==> src/rtl/axis_chunker.sv <==
// rtl/axis_chunker.sv - AXI-Stream packetiser closing packets on source TLAST, length cap or idle timeout
// One beat is held in P so TLAST can be decided after the fact; O drives m_* straight from registers.
module axis_chunker #(
  parameter int WIDTH   = 8,
  parameter int MAXLEN  = 64,
  parameter int TIMEOUT = 16
) (
  input  logic             aclk,
  input  logic             aresetn,
  input  logic             s_tvalid,
  output logic             s_tready,
  input  logic             s_tlast,
  input  logic [WIDTH-1:0] s_tdata,
  output logic             m_tvalid,
  input  logic             m_tready,
  output logic             m_tlast,
  output logic [WIDTH-1:0] m_tdata,
  output logic             tout_o
);
  localparam int CW = $clog2(MAXLEN + 1);
  localparam int IW = (TIMEOUT > 0) ? $clog2(TIMEOUT + 1) : 1;
  localparam logic [CW-1:0] CNT_LAST  = CW'(MAXLEN - 1);
  localparam logic [IW-1:0] IDLE_LAST = IW'(TIMEOUT - 1);

  logic             p_valid_q, p_valid_d;
  logic [WIDTH-1:0] p_data_q, p_data_d;
  logic             p_fin_q, p_fin_d;
  logic             o_valid_q, o_valid_d;
  logic [WIDTH-1:0] o_data_q, o_data_d;
  logic             o_last_q, o_last_d;
  logic [CW-1:0]    cnt_q, cnt_d;
  logic [IW-1:0]    idle_q, idle_d;

  logic o_free, acc, move, fin, tmr_run, tmr_hit;

  assign o_free   = !o_valid_q || m_tready;
  assign acc      = s_tvalid && o_free;
  // A non-final held beat only leaves once its successor proves it is not the last.
  assign move     = o_free && p_valid_q && (p_fin_q || acc);
  assign fin      = s_tlast || (cnt_q == CNT_LAST);
  assign tmr_run  = (TIMEOUT != 0) && p_valid_q && !p_fin_q && !acc;
  assign tmr_hit  = tmr_run && (idle_q == IDLE_LAST);

  assign s_tready = o_free;
  assign m_tvalid = o_valid_q;
  assign m_tdata  = o_data_q;
  assign m_tlast  = o_last_q;
  assign tout_o   = tmr_hit;

  always_comb begin
    p_valid_d = p_valid_q;
    p_data_d  = p_data_q;
    p_fin_d   = p_fin_q;
    o_valid_d = o_valid_q;
    o_data_d  = o_data_q;
    o_last_d  = o_last_q;
    cnt_d     = cnt_q;
    idle_d    = idle_q;

    if (move) begin
      o_valid_d = 1'b1;
      o_data_d  = p_data_q;
      o_last_d  = p_fin_q;
    end else if (m_tready) begin
      o_valid_d = 1'b0;
    end

    if (acc) begin
      p_valid_d = 1'b1;
      p_data_d  = s_tdata;
      p_fin_d   = fin;
      cnt_d     = fin ? '0 : cnt_q + CW'(1);
      idle_d    = '0;
    end else begin
      if (move) begin
        p_valid_d = 1'b0;
      end
      if (tmr_hit) begin
        p_fin_d = 1'b1;
        cnt_d   = '0;
        idle_d  = '0;
      end else if (tmr_run) begin
        idle_d = idle_q + IW'(1);
      end
    end
  end

  always_ff @(posedge aclk or negedge aresetn) begin
    if (!aresetn) begin
      p_valid_q <= 1'b0;
      p_data_q  <= '0;
      p_fin_q   <= 1'b0;
      o_valid_q <= 1'b0;
      o_data_q  <= '0;
      o_last_q  <= 1'b0;
      cnt_q     <= '0;
      idle_q    <= '0;
    end else begin
      p_valid_q <= p_valid_d;
      p_data_q  <= p_data_d;
      p_fin_q   <= p_fin_d;
      o_valid_q <= o_valid_d;
      o_data_q  <= o_data_d;
      o_last_q  <= o_last_d;
      cnt_q     <= cnt_d;
      idle_q    <= idle_d;
    end
  end
endmodule

==> config.mk <==
export PLATFORM = sky130hd
export DESIGN_NAME = axis_chunker
export DESIGN_NICKNAME = d
export VERILOG_FILES = /design/src/rtl/axis_chunker.sv
export SDC_FILE = /design/constraint.sdc
export NUM_CORES = 1
export LEC_CHECK = 0
export BUFFER_PORTS_ARGS = -buffer_cell sky130_fd_sc_hd__buf_4
export CAP_MARGIN = 20
export CORE_MARGIN = 3
export CORE_UTILIZATION = 45
export CTS_CLUSTER_DIAMETER = 30
export DETAILED_ROUTE_END_ITERATION = 8
export PLACE_DENSITY = 0.66
export SLEW_MARGIN = 20
export SYNTH_ARGS = -nofsm -noshare
export SYNTH_HDL_FRONTEND = slang
export SYNTH_SLANG_ARGS = --single-unit
==> constraint.sdc <==
create_clock -name aclk -period 2.05 [get_ports aclk]
set_input_delay 0.1025 -clock aclk [delete_from_list [all_inputs] [get_ports aclk]]
set_output_delay 0.1025 -clock aclk [all_outputs]
set_load 0.02 [all_outputs]
==> results by group, run 1 <==
Outcome
  • Status: finished, final reports clean

Clock network
  • # resized after CTS: 0
  • CTS Buf Count: 5
  • CTS Sinks: 32
  • Max H-tree Level: 2
  • Root Driver: clkbuf_4
  • CTS tree: done
  • Hold Buf Count CTS: 9
  • CTS Buffer Depth: 2
  • Worst skew pair latency: 0.31 ns
  • Clock transition at the registers of the reported paths: about 0.09 ns
  • # Post-CTS Setup Buffers: 0

Routing
  • Drt wl/cell: approximately 13 um
  • DRT met1 WL: around 1.3 mm
  • Met2 Routed Length: roughly 1.3 mm
  • Highest Signal Layer: met4
  • Routed length on met3: roughly 150 um
  • DRC: 0
  • First-pass detailed-route iteration total: 4
  • Remaining antenna violation count: 0
  • Vias: between 1k and 1.5k
  • DR iter-0 viols: 51
  • DRT Wirelength: around 2.7 mm
  • Routed vias/inst: roughly 5.1

Power and ir drop
  • Combinational power share: 0.344
  • VDD IR max: a little under 0.0007 V
  • Clock power share: 0.191
  • Psw: about 0.68 mW
  • Leak: ~0.90 nW
  • Sw Share: 0.334
  • Pint: between 1 and 1.5 mW
  • Flop pwr share: 0.465
  • Total power: roughly 2 mW
  • Pwr dens: ~1100 mW/mm^2

Synthesis
  • Most common cell in the netlist: nand2_1
  • Mean post-synth cell area: around 11 sq um
  • Sequential area share after synthesis: 0.569
  • Syn Nets: roughly 150
  • Register bit total from synthesis: 32
  • Most used flip-flop cell after synthesis: dfrtp_1
  • Share of flip-flops with an asynchronous set or reset: 1.00
  • Synth Cell Area: around 0.0014 sq mm
  • Synth top area share: 0.569
  • Top area cells in the synthesized netlist: dfrtp_1 (57%), nand2_1 (10%), mux2_2 (6.4%)
  • Syn Inst Count: between 100 and 150
  • Cell taking the most area after synthesis: dfrtp_1
  • Top post-synthesis cells by count: nand2_1 (38), dfrtp_1 (32), mux2_2 (8), nand3_1 (7), nor2_1 (7)
  • Post-synth cell types: 29
  • Yosys warns: 0
  • EDFF count, synth: 0

Floorplanning
  • Initial core utilization: 0.489
  • Die height: about 62 um
  • # IOs: 25
  • Die area: 0.00383 sq mm
  • Core area: 0.00288 sq mm
  • Num rows: 19
  • Chip Width: slightly above 60 um

Global route
  • Overall routing resource usage: 0.166
  • Largest net degree at the start of global routing: 33
  • Vias in the first global route: ~1.1k
  • Initial antenna violation count: 0
  • Residual overflow from global routing: 0
  • First-pass GRT wire length: 4.60 mm

Timing
  • Clock skew: ~0.0034 ns
  • Final hold vios: 0
  • Slew margin rel.: 0.659
  • Worst slew pin tran: just over 0.5 ns
  • Final Cycle Share: 0.814
  • Setup TNS: 0 ns
  • Count of final max-slew check failures: 0
  • Max Clk Rate: 0.599 GHz
  • Endpoints failing setup: 0
  • RSZ-0062 raised after global routing: false
  • Fin worst setup slack: 0.381 ns
  • Period minus WS final: 1.67 ns

Critical path
  • Setup crit end kind: output pin
  • Worst Path Arrival: about 1.6 ns
  • Worst Path Max Fanout: 7
  • CP cell instances: and3b_1 -> nand4b_4 -> nor2_1 -> buf_4
  • Slowest Stage Delay on Critical Path: 0.47 ns
  • Worst path slowest cell: dfrtp_1
  • Setup Crit Path Kind: flip-flop to output pin
  • Crit path required time: between 1.5 and 2 ns
  • Critical Path Source Type: flip-flop

Final layout
  • N_diodes: 0
  • FILL cells: around 240
  • Nets: about 190
  • Layout area overhead: 27.9%
  • Share of layout cells above drive strength 1: 0.281
  • Final cell count without fillers: approximately 210

Place
  • Worst slack at placement: roughly 0.51 ns
  • Inst Count DP: about 200
  • Final HPWL DP: 1.90 mm
  • PortBufs: 24
  • Global placement routability congestion: 0.863

Worst hold path
  • HP Class: input pin to flip-flop

Flow run
  • Max-Cap Viols: 0
-- worst max-delay path, delay by kind of cell (launching register included) --
kind	cells	cell delay, ns
buffers and inverters	1	0.15
and+or+nand+nor	3	0.63
DFF	1	0.47
-- worst paths after layout --
kind	start	endpoint	slack [ns]	depth (start not counted)
min in group asynchronous	aresetn	cnt_q[2]	0.25	2
max	p_fin_q	tout_o	0.38	4
min reg2reg	p_data_q[6]	p_data_q[6]	0.48	2
max in group asynchronous	aresetn	cnt_q[5]	1.50	2
min	s_tvalid	m_tlast	0.14	3
max reg2reg	m_tvalid	p_fin_q	0.48	5
-- power groups by stage --
stage / combinational, mW / clock (mW) / sequential [mW]
final: 0.698 / 0.387 / 0.943
after global routing: 0.764 / 0.437 / 0.969
after CTS: 0.709 / 0.399 / 0.942
after detailed placement: 0.694 / 0 / 0.952
after global placement: 0.690 / 0 / 0.947
after floorplan: 0.321 / 0 / 1.05
-- cell families (layout without fill, tap and decap cells) --
group | after synthesis | in the layout | synth area share
AO/OA/AOI/OAI | 14 | 14 | 0.0747
flip-flops | 32 | 32 | 0.569
XOR/XNOR | 2 | 2 | 0.0125
AND/OR/NAND/NOR | 68 | 68 | 0.238
multiplexers | 10 | 10 | 0.0783
adder cells (fa/ha/maj) | 2 | 2 | 0.0178
buffers and inverters | 3 | 43 | 0.00978
-- routing by layer --
metal	track usage	up-vias
met4	0.0758	0
met1	0.222	515
met3	0.0496	4
met5	0	-
met2	0.250	31
li1	-	529
-- stage by stage --
stage                util  hold slack (ns)  area (sq um)
finish              0.625            0.142          1800
global placement    0.572           0.0626          1640
CTS                 0.625            0.132          1800
global route        0.625            0.137          1800
detailed placement  0.572           0.0611          1640
floorplan               -           -0.193          1410
-- area by class of cell --
cell class | count | area (sq um) | share of cell area
clock buffers | 7 | 65.1 | 0.0362
multi-input cells | 96 | 592 | 0.329
repair buffers | 35 | 285 | 0.159
flip-flops and latches | 32 | 801 | 0.445
inverters | 1 | 3.75 | 0.00209
well taps | 42 | 52.6 | 0.0292
-- registers in the layout, indices dropped and copies added, names as in the netlist --
signal / cells
m_tlast: 1
idle_q: 5
m_tdata: 8
m_tvalid: 1
cnt_q: 7
p_valid_q: 1
p_fin_q: 1
p_data_q: 8
-- cells in the final DEF, fill, tap and decap left out --
master         synthesis  layout
a21boi_0               1       1
a21oi_1                1       1
a2bb2oi_1              1       1
a31oi_1                3       3
a32o_1                 2       2
and2_1                 2       2
and3b_1                1       1
buf_4                  0      26
clkbuf_4               0       5
clkbuf_8               0       2
dfrtp_1               32      32
dlygate4sd3_1          0       9
ha_1                   2       2
inv_2                  1       1
mux2_2                 8       8
mux2i_1                2       2
nand2_1               38      38
nand2_2                2       2
nand2b_1               3       3
nand3_1                7       7
nand4b_4               1       1
nor2_1                 7       7
nor2b_1                1       1
nor2b_2                1       1
nor3_1                 2       2
nor3b_1                2       2
o211ai_1               1       1
o211ai_2               1       1
o21a_1                 2       2
o21ai_0                2       2
or4b_4                 1       1
xor2_1                 2       2
Power figures use the tool's default switching activity.
==> run 2: changes to the inputs <==
--- a/config.mk
+++ b/config.mk
@@ -11,7 +11,7 @@
 export CORE_UTILIZATION = 45
 export CTS_CLUSTER_DIAMETER = 30
 export DETAILED_ROUTE_END_ITERATION = 8
-export PLACE_DENSITY = 0.66
+export PLACE_DENSITY = 0.69
 export SLEW_MARGIN = 20
 export SYNTH_ARGS = -nofsm -noshare
 export SYNTH_HDL_FRONTEND = slang
==> constraint.sdc (replaced) <==
create_clock -name aclk -period 1.4 [get_ports aclk]
set_input_delay 0.07 -clock aclk [delete_from_list [all_inputs] [get_ports aclk]]
set_output_delay 0.07 -clock aclk [all_outputs]
set_load 0.02 [all_outputs]
==> results by group, run 2 (synthesis results as in run 1) <==
Outcome
  • Status: complete, but fails checks
  • Failing checks: setup timing

Floorplanning
  • Core area: ~0.0029 sq mm
  • Num rows: 19
  • Die height: slightly above 60 um
  • Die area: 0.00383 sq mm
  • Initial core utilization: 0.489
  • Chip Width: between 60 and 70 um
  • # IOs: 25

Final layout
  • Commonest cells after routing, fill and taps aside: buf_4 (40), nand2_1 (35), dfrtp_1 (30), dlygate4sd3_1 (9), mux2_2 (8)
  • Layout area overhead: 41.5%
  • Most common cell after layout, fill and taps aside: buf_4
  • Nets: approximately 200
  • Cell area after layout: roughly 0.0020 sq mm
  • N_diodes: 0
  • Fin util: 0.692
  • Share of layout cells above drive strength 1: 0.397
  • Final cell count without fillers: roughly 230

Clock network
  • Clock transition at the registers of the reported paths: ~0.090 ns
  • CTS Sinks: 32
  • Worst skew pair latency: roughly 0.35 ns
  • Max H-tree Level: 2
  • Root Driver: clkbuf_4
  • CTS Buf Count: 5
  • CTS Buffer Depth: 2
  • CTS tree: done

Critical path
  • Crit path required time: ~1.3 ns
  • CP cell instances: and3b_2 -> nand4b_4 -> buf_6 -> nor2_4 -> buf_6
  • Worst path slowest cell: dfrtp_2
  • Worst Path Arrival: approximately 1.5 ns
  • Setup Crit Path Kind: flip-flop to output pin
  • Slowest Stage Delay on Critical Path: roughly 0.41 ns
  • Critical Path Source Type: flip-flop
  • Worst Path Max Fanout: 2
  • Setup crit end kind: output pin
  • Cell seen most often among critical-path stages: buf_6

Power and ir drop
  • Flop pwr share: 0.426
  • Total power: approximately 3.2 mW
  • Clock power share: 0.159
  • Combinational power share: 0.415
  • Pint: ~2.1 mW
  • Psw: approximately 1.1 mW
  • VDD IR max: 0.00108 V
  • Leak: roughly 0.99 nW
  • Sw Share: 0.348
  • Pwr dens: 1600 mW/mm^2

Global route
  • Overall routing resource usage: 0.199
  • Vias in the first global route: 1259
  • Residual overflow from global routing: 0
  • First-pass GRT wire length: roughly 5.4 mm
  • Largest net degree at the start of global routing: 33
  • Initial antenna violation count: 0

Timing
  • Max Clk Rate: about 0.66 GHz
  • Slew margin rel.: 0.737
  • Period minus WS final: 1.52 ns
  • Hold slack: approximately 0.096 ns
  • Endpoints failing setup: 5
  • Worst slew pin tran: roughly 0.4 ns
  • RSZ-0062 raised after global routing: true
  • Final hold vios: 0
  • Fin worst setup slack: -0.123 ns
  • Clock skew: between 0.02 and 0.025 ns
  • Count of final max-slew check failures: 0
  • Setup TNS: -0.237 ns
  • Final Cycle Share: 1.09

Place
  • PortBufs: 24
  • Worst slack at placement: -0.0597 ns
  • Post-DP Area: ~0.0017 sq mm
  • Inst Count DP: just over 200
  • Global placement routability congestion: approximately 0.87
  • Final HPWL DP: around 2.2 mm

Worst hold path
  • HP Class: input pin to flip-flop

Routing
  • Vias: 1164
  • Routed vias/inst: between 5 and 6
  • DR iter-0 viols: a little under 70
  • First-pass detailed-route iteration total: 4
  • Remaining antenna violation count: 0
  • DRT Wirelength: 3.23 mm
  • Drt wl/cell: approximately 14 um
  • DRC: 0

Flow run
  • Max-Cap Viols: 0
==> run 2: what timing repair did <==
action                                  CTS  global route
setup buffers                             6             2
endpoints found under the setup margin   16            18
pin swaps                                 6             1
gates resized for setup                  11             6
hold buffers                              9             0
hold endpoints to repair                 40             0
cloned                                    0             0
==> run 2: worst paths after layout <==
kind	end	depth (start not counted)	slack [ns]	start
worst max-delay path	tout_o	5	-0.12	p_fin_q
min in group asynchronous	m_tdata[7]	2	0.18	aresetn
worst max register to register	cnt_q[1]	4	-0.07	cnt_q[0]
worst min-delay path	m_tlast	3	0.1	s_tvalid
worst min register to register	p_data_q[1]	2	0.48	p_data_q[1]
max in group asynchronous	p_fin_q	2	0.89	aresetn
==> run 2: power by group through the flow <==
stage,combinational [mW],sequential (mW),clock [mW]
finish,1.32,1.36,0.507
global route,1.43,1.39,0.563
CTS,1.27,1.36,0.512
detailed placement,1.17,1.38,0
global placement,1.14,1.36,0
floorplan,0.480,1.53,0
==> run 2: cell type report <==
type | count | area (sq um)
fillers | 223 | 887
multi-input cells | 96 | 644
inverters | 1 | 6.26
clock buffers | 7 | 45.0
repair buffers | 52 | 433
well taps | 42 | 52.6
clock inverters | 1 | 5.00
flip-flops and latches | 32 | 803
==> run 2: routing by layer <==
layer,track usage,vias to the layer above,routed length (um)
met5,0,-,0
met4,0.0939,0,55
met3,0.0682,8,160
met2,0.350,28,1720
met1,0.215,568,1300
li1,-,560,-
==> run 2: worst max-delay path: cells and delay by family, from the launching register on <==
kind / cells / cell delay, ns
AND/OR/NAND/NOR: 3 / 0.46
flip-flops: 1 / 0.41
buffers and inverters: 2 / 0.25
==> run 3: changes to the inputs <==
--- a/config.mk
+++ b/config.mk
@@ -9,6 +9,7 @@
 export CAP_MARGIN = 20
 export CORE_MARGIN = 3
 export CORE_UTILIZATION = 45
+export CTS_BUF_LIST = sky130_fd_sc_hd__clkbuf_4 sky130_fd_sc_hd__clkbuf_8 sky130_fd_sc_hd__clkbuf_16
 export CTS_CLUSTER_DIAMETER = 30
 export DETAILED_ROUTE_END_ITERATION = 8
 export PLACE_DENSITY = 0.69
==> results by group, run 3 (synthesis results as in run 1) <==
Outcome
  • Status: complete, but fails checks
  • Failing checks: setup timing

Final layout
  • Nets: between 200 and 250
  • Commonest cells after routing, fill and taps aside: buf_4 (41), nand2_1 (35), dfrtp_1 (30), dlygate4sd3_1 (9), mux2_2 (8)
  • N_diodes: 0
  • Register area: about 800 sq um
  • Share of layout cells above drive strength 1: 0.411
  • Most common cell after layout, fill and taps aside: buf_4
  • FILL cells: 222
  • Multi-input gate area: about 640 sq um
  • Layout area overhead: 42.5%

Floorplanning
  • Num rows: 19
  • Die height: ~62 um
  • Chip Width: 61.9 um
  • Initial core utilization: 0.489
  • Core area: 0.00288 sq mm
  • Die area: approximately 0.0038 sq mm
  • # IOs: 25

Global route
  • Overall routing resource usage: 0.199
  • Largest net degree at the start of global routing: 33
  • Vias in the first global route: 1233
  • Residual overflow from global routing: 0
  • Initial antenna violation count: 0
  • First-pass GRT wire length: around 5.4 mm

Power and ir drop
  • Flop pwr share: 0.423
  • Psw: roughly 1.1 mW
  • Sw Share: 0.341
  • Total power: around 3.2 mW
  • VDD IR max: roughly 0.0010 V
  • Pint: around 2.1 mW
  • Combinational power share: 0.411
  • Leak: 1.00 nW
  • Clock power share: 0.166
  • Pwr dens: approximately 1600 mW/mm^2

Place
  • Final HPWL DP: ~2.2 mm
  • PortBufs: 24
  • Global placement routability congestion: 0.873

Clock network
  • Worst skew pair latency: roughly 0.34 ns
  • Clock transition at the registers of the reported paths: roughly 0.090 ns
  • Max H-tree Level: 2
  • Root Driver: clkbuf_4
  • CTS Sinks: 32
  • CTS Buffer Depth: 2
  • CTS tree: done
  • CTS Buf Count: 5

Timing
  • Count of final max-slew check failures: 0
  • Hold slack: 0.105 ns
  • RSZ-0062 raised after global routing: true
  • Final Cycle Share: 1.07
  • Worst slew pin tran: 0.404 ns
  • Fin worst setup slack: -0.103 ns
  • Endpoints failing setup: 6
  • Clock skew: slightly below 0.02 ns
  • Slew margin rel.: 0.731
  • Final hold vios: 0
  • Max Clk Rate: 0.665 GHz
  • Period minus WS final: roughly 1.5 ns

Critical path
  • Setup crit end kind: output pin
  • FF-to-FF End: cnt_q[1]
  • Cell seen most often among critical-path stages: buf_6
  • Worst Path Arrival: about 1.4 ns
  • Crit path from: p_fin_q
  • Critical Path Source Type: flip-flop
  • Reg2reg path depth: 4
  • Worst path slowest cell: dfrtp_2
  • Reg2Reg Setup Slack: -0.07 ns
  • Slowest Stage Delay on Critical Path: slightly above 0.4 ns
  • CP cell instances: and3b_2 -> nand4b_4 -> buf_6 -> nor2_4 -> buf_6
  • Reg-to-Reg Start: cnt_q[0]
  • Worst Path Max Fanout: 2
  • Setup Crit Path Kind: flip-flop to output pin
  • Crit path required time: between 1 and 1.5 ns

Routing
  • DRC: 0
  • Routed vias/inst: about 5
  • Drt wl/cell: 13.7 um
  • Vias: ~1.2k
  • Remaining antenna violation count: 0
  • First-pass detailed-route iteration total: 4
  • DRT Wirelength: 3.18 mm
  • DR iter-0 viols: 50

Worst hold path
  • Hold_sp: s_tlast
  • HP Class: input pin to flip-flop
  • Hold path cells: 3
  • WHS Endpoint: cnt_q[1]

Flow run
  • Max-Cap Viols: 0
run 3: cell types whose count changed in the layout (fill, tap and decap cells not counted):
cell      delta
clkbuf_1     -2
clkbuf_4     +2
buf_4        +1
run 3: area by class of cell:
class | instances | share of cell area
Tap cell | 42 | 0.0262
Clock inverter | 1 | 0.00250
Clock buffer | 7 | 0.0262
Timing Repair Buffer | 53 | 0.220
Inverter | 1 | 0.00312
Multi-Input combinational cell | 96 | 0.321
Sequential cell | 32 | 0.401
run 3: routing by layer:
metal	track usage	up-vias	wire length, um
met2	0.356	30	1720
li1	-	566	-
met1	0.219	583	1260
met5	0	-	0
met4	0.0758	0	52
met3	0.0620	6	155
run 3: power by group through the flow:
| stage | sequential [mW] | combinational (mW) | clock (mW) |
|---|---|---|---|
| after floorplan | 1.53 | 0.480 | 0 |
| after global placement | 1.36 | 1.14 | 0 |
| after detailed placement | 1.38 | 1.17 | 0 |
| after CTS | 1.36 | 1.27 | 0.549 |
| after global routing | 1.40 | 1.43 | 0.599 |
| final | 1.36 | 1.32 | 0.534 |
run 3: worst max-delay path by stage:
stage / endpoint / slack [ns]
after detailed placement: m_tdata[4] / -0.06
after global placement: cnt_q[5] / -0.02
after floorplan: cnt_q[1] / -0.03
after global routing: tout_o / -0.17
after CTS: tout_o / -0.10
final: tout_o / -0.10
run 3: critical path: cells and delay by family (launching register included):
kind / cells / cell delay, ns
simple gates: 3 / 0.45
flops: 1 / 0.41
buf+inv: 2 / 0.25
run 3: through the flow:
| step | std cells | worst slack [ns] | TNS (ns) | area, sq um | utilization |
|---|---|---|---|---|---|
| floorplan | 131 | -0.0270 | -0.0356 | 1420 | - |
| global placement | 207 | -0.0216 | -0.0364 | 1730 | 0.602 |
| detailed placement | 207 | -0.0597 | -0.455 | 1730 | 0.602 |
| CTS | 230 | -0.102 | -0.176 | 1960 | 0.682 |
| global route | 232 | -0.170 | -0.535 | 2000 | 0.697 |
| finish | 232 | -0.103 | -0.219 | 2000 | 0.697 |
run 3: what timing repair did:
item	CTS	global route
hold endpoints to repair	40	0
setup buffers	6	3
resized for setup	11	6
pin swaps	4	3
setup endpoints to repair	15	18
hold buffers	9	0
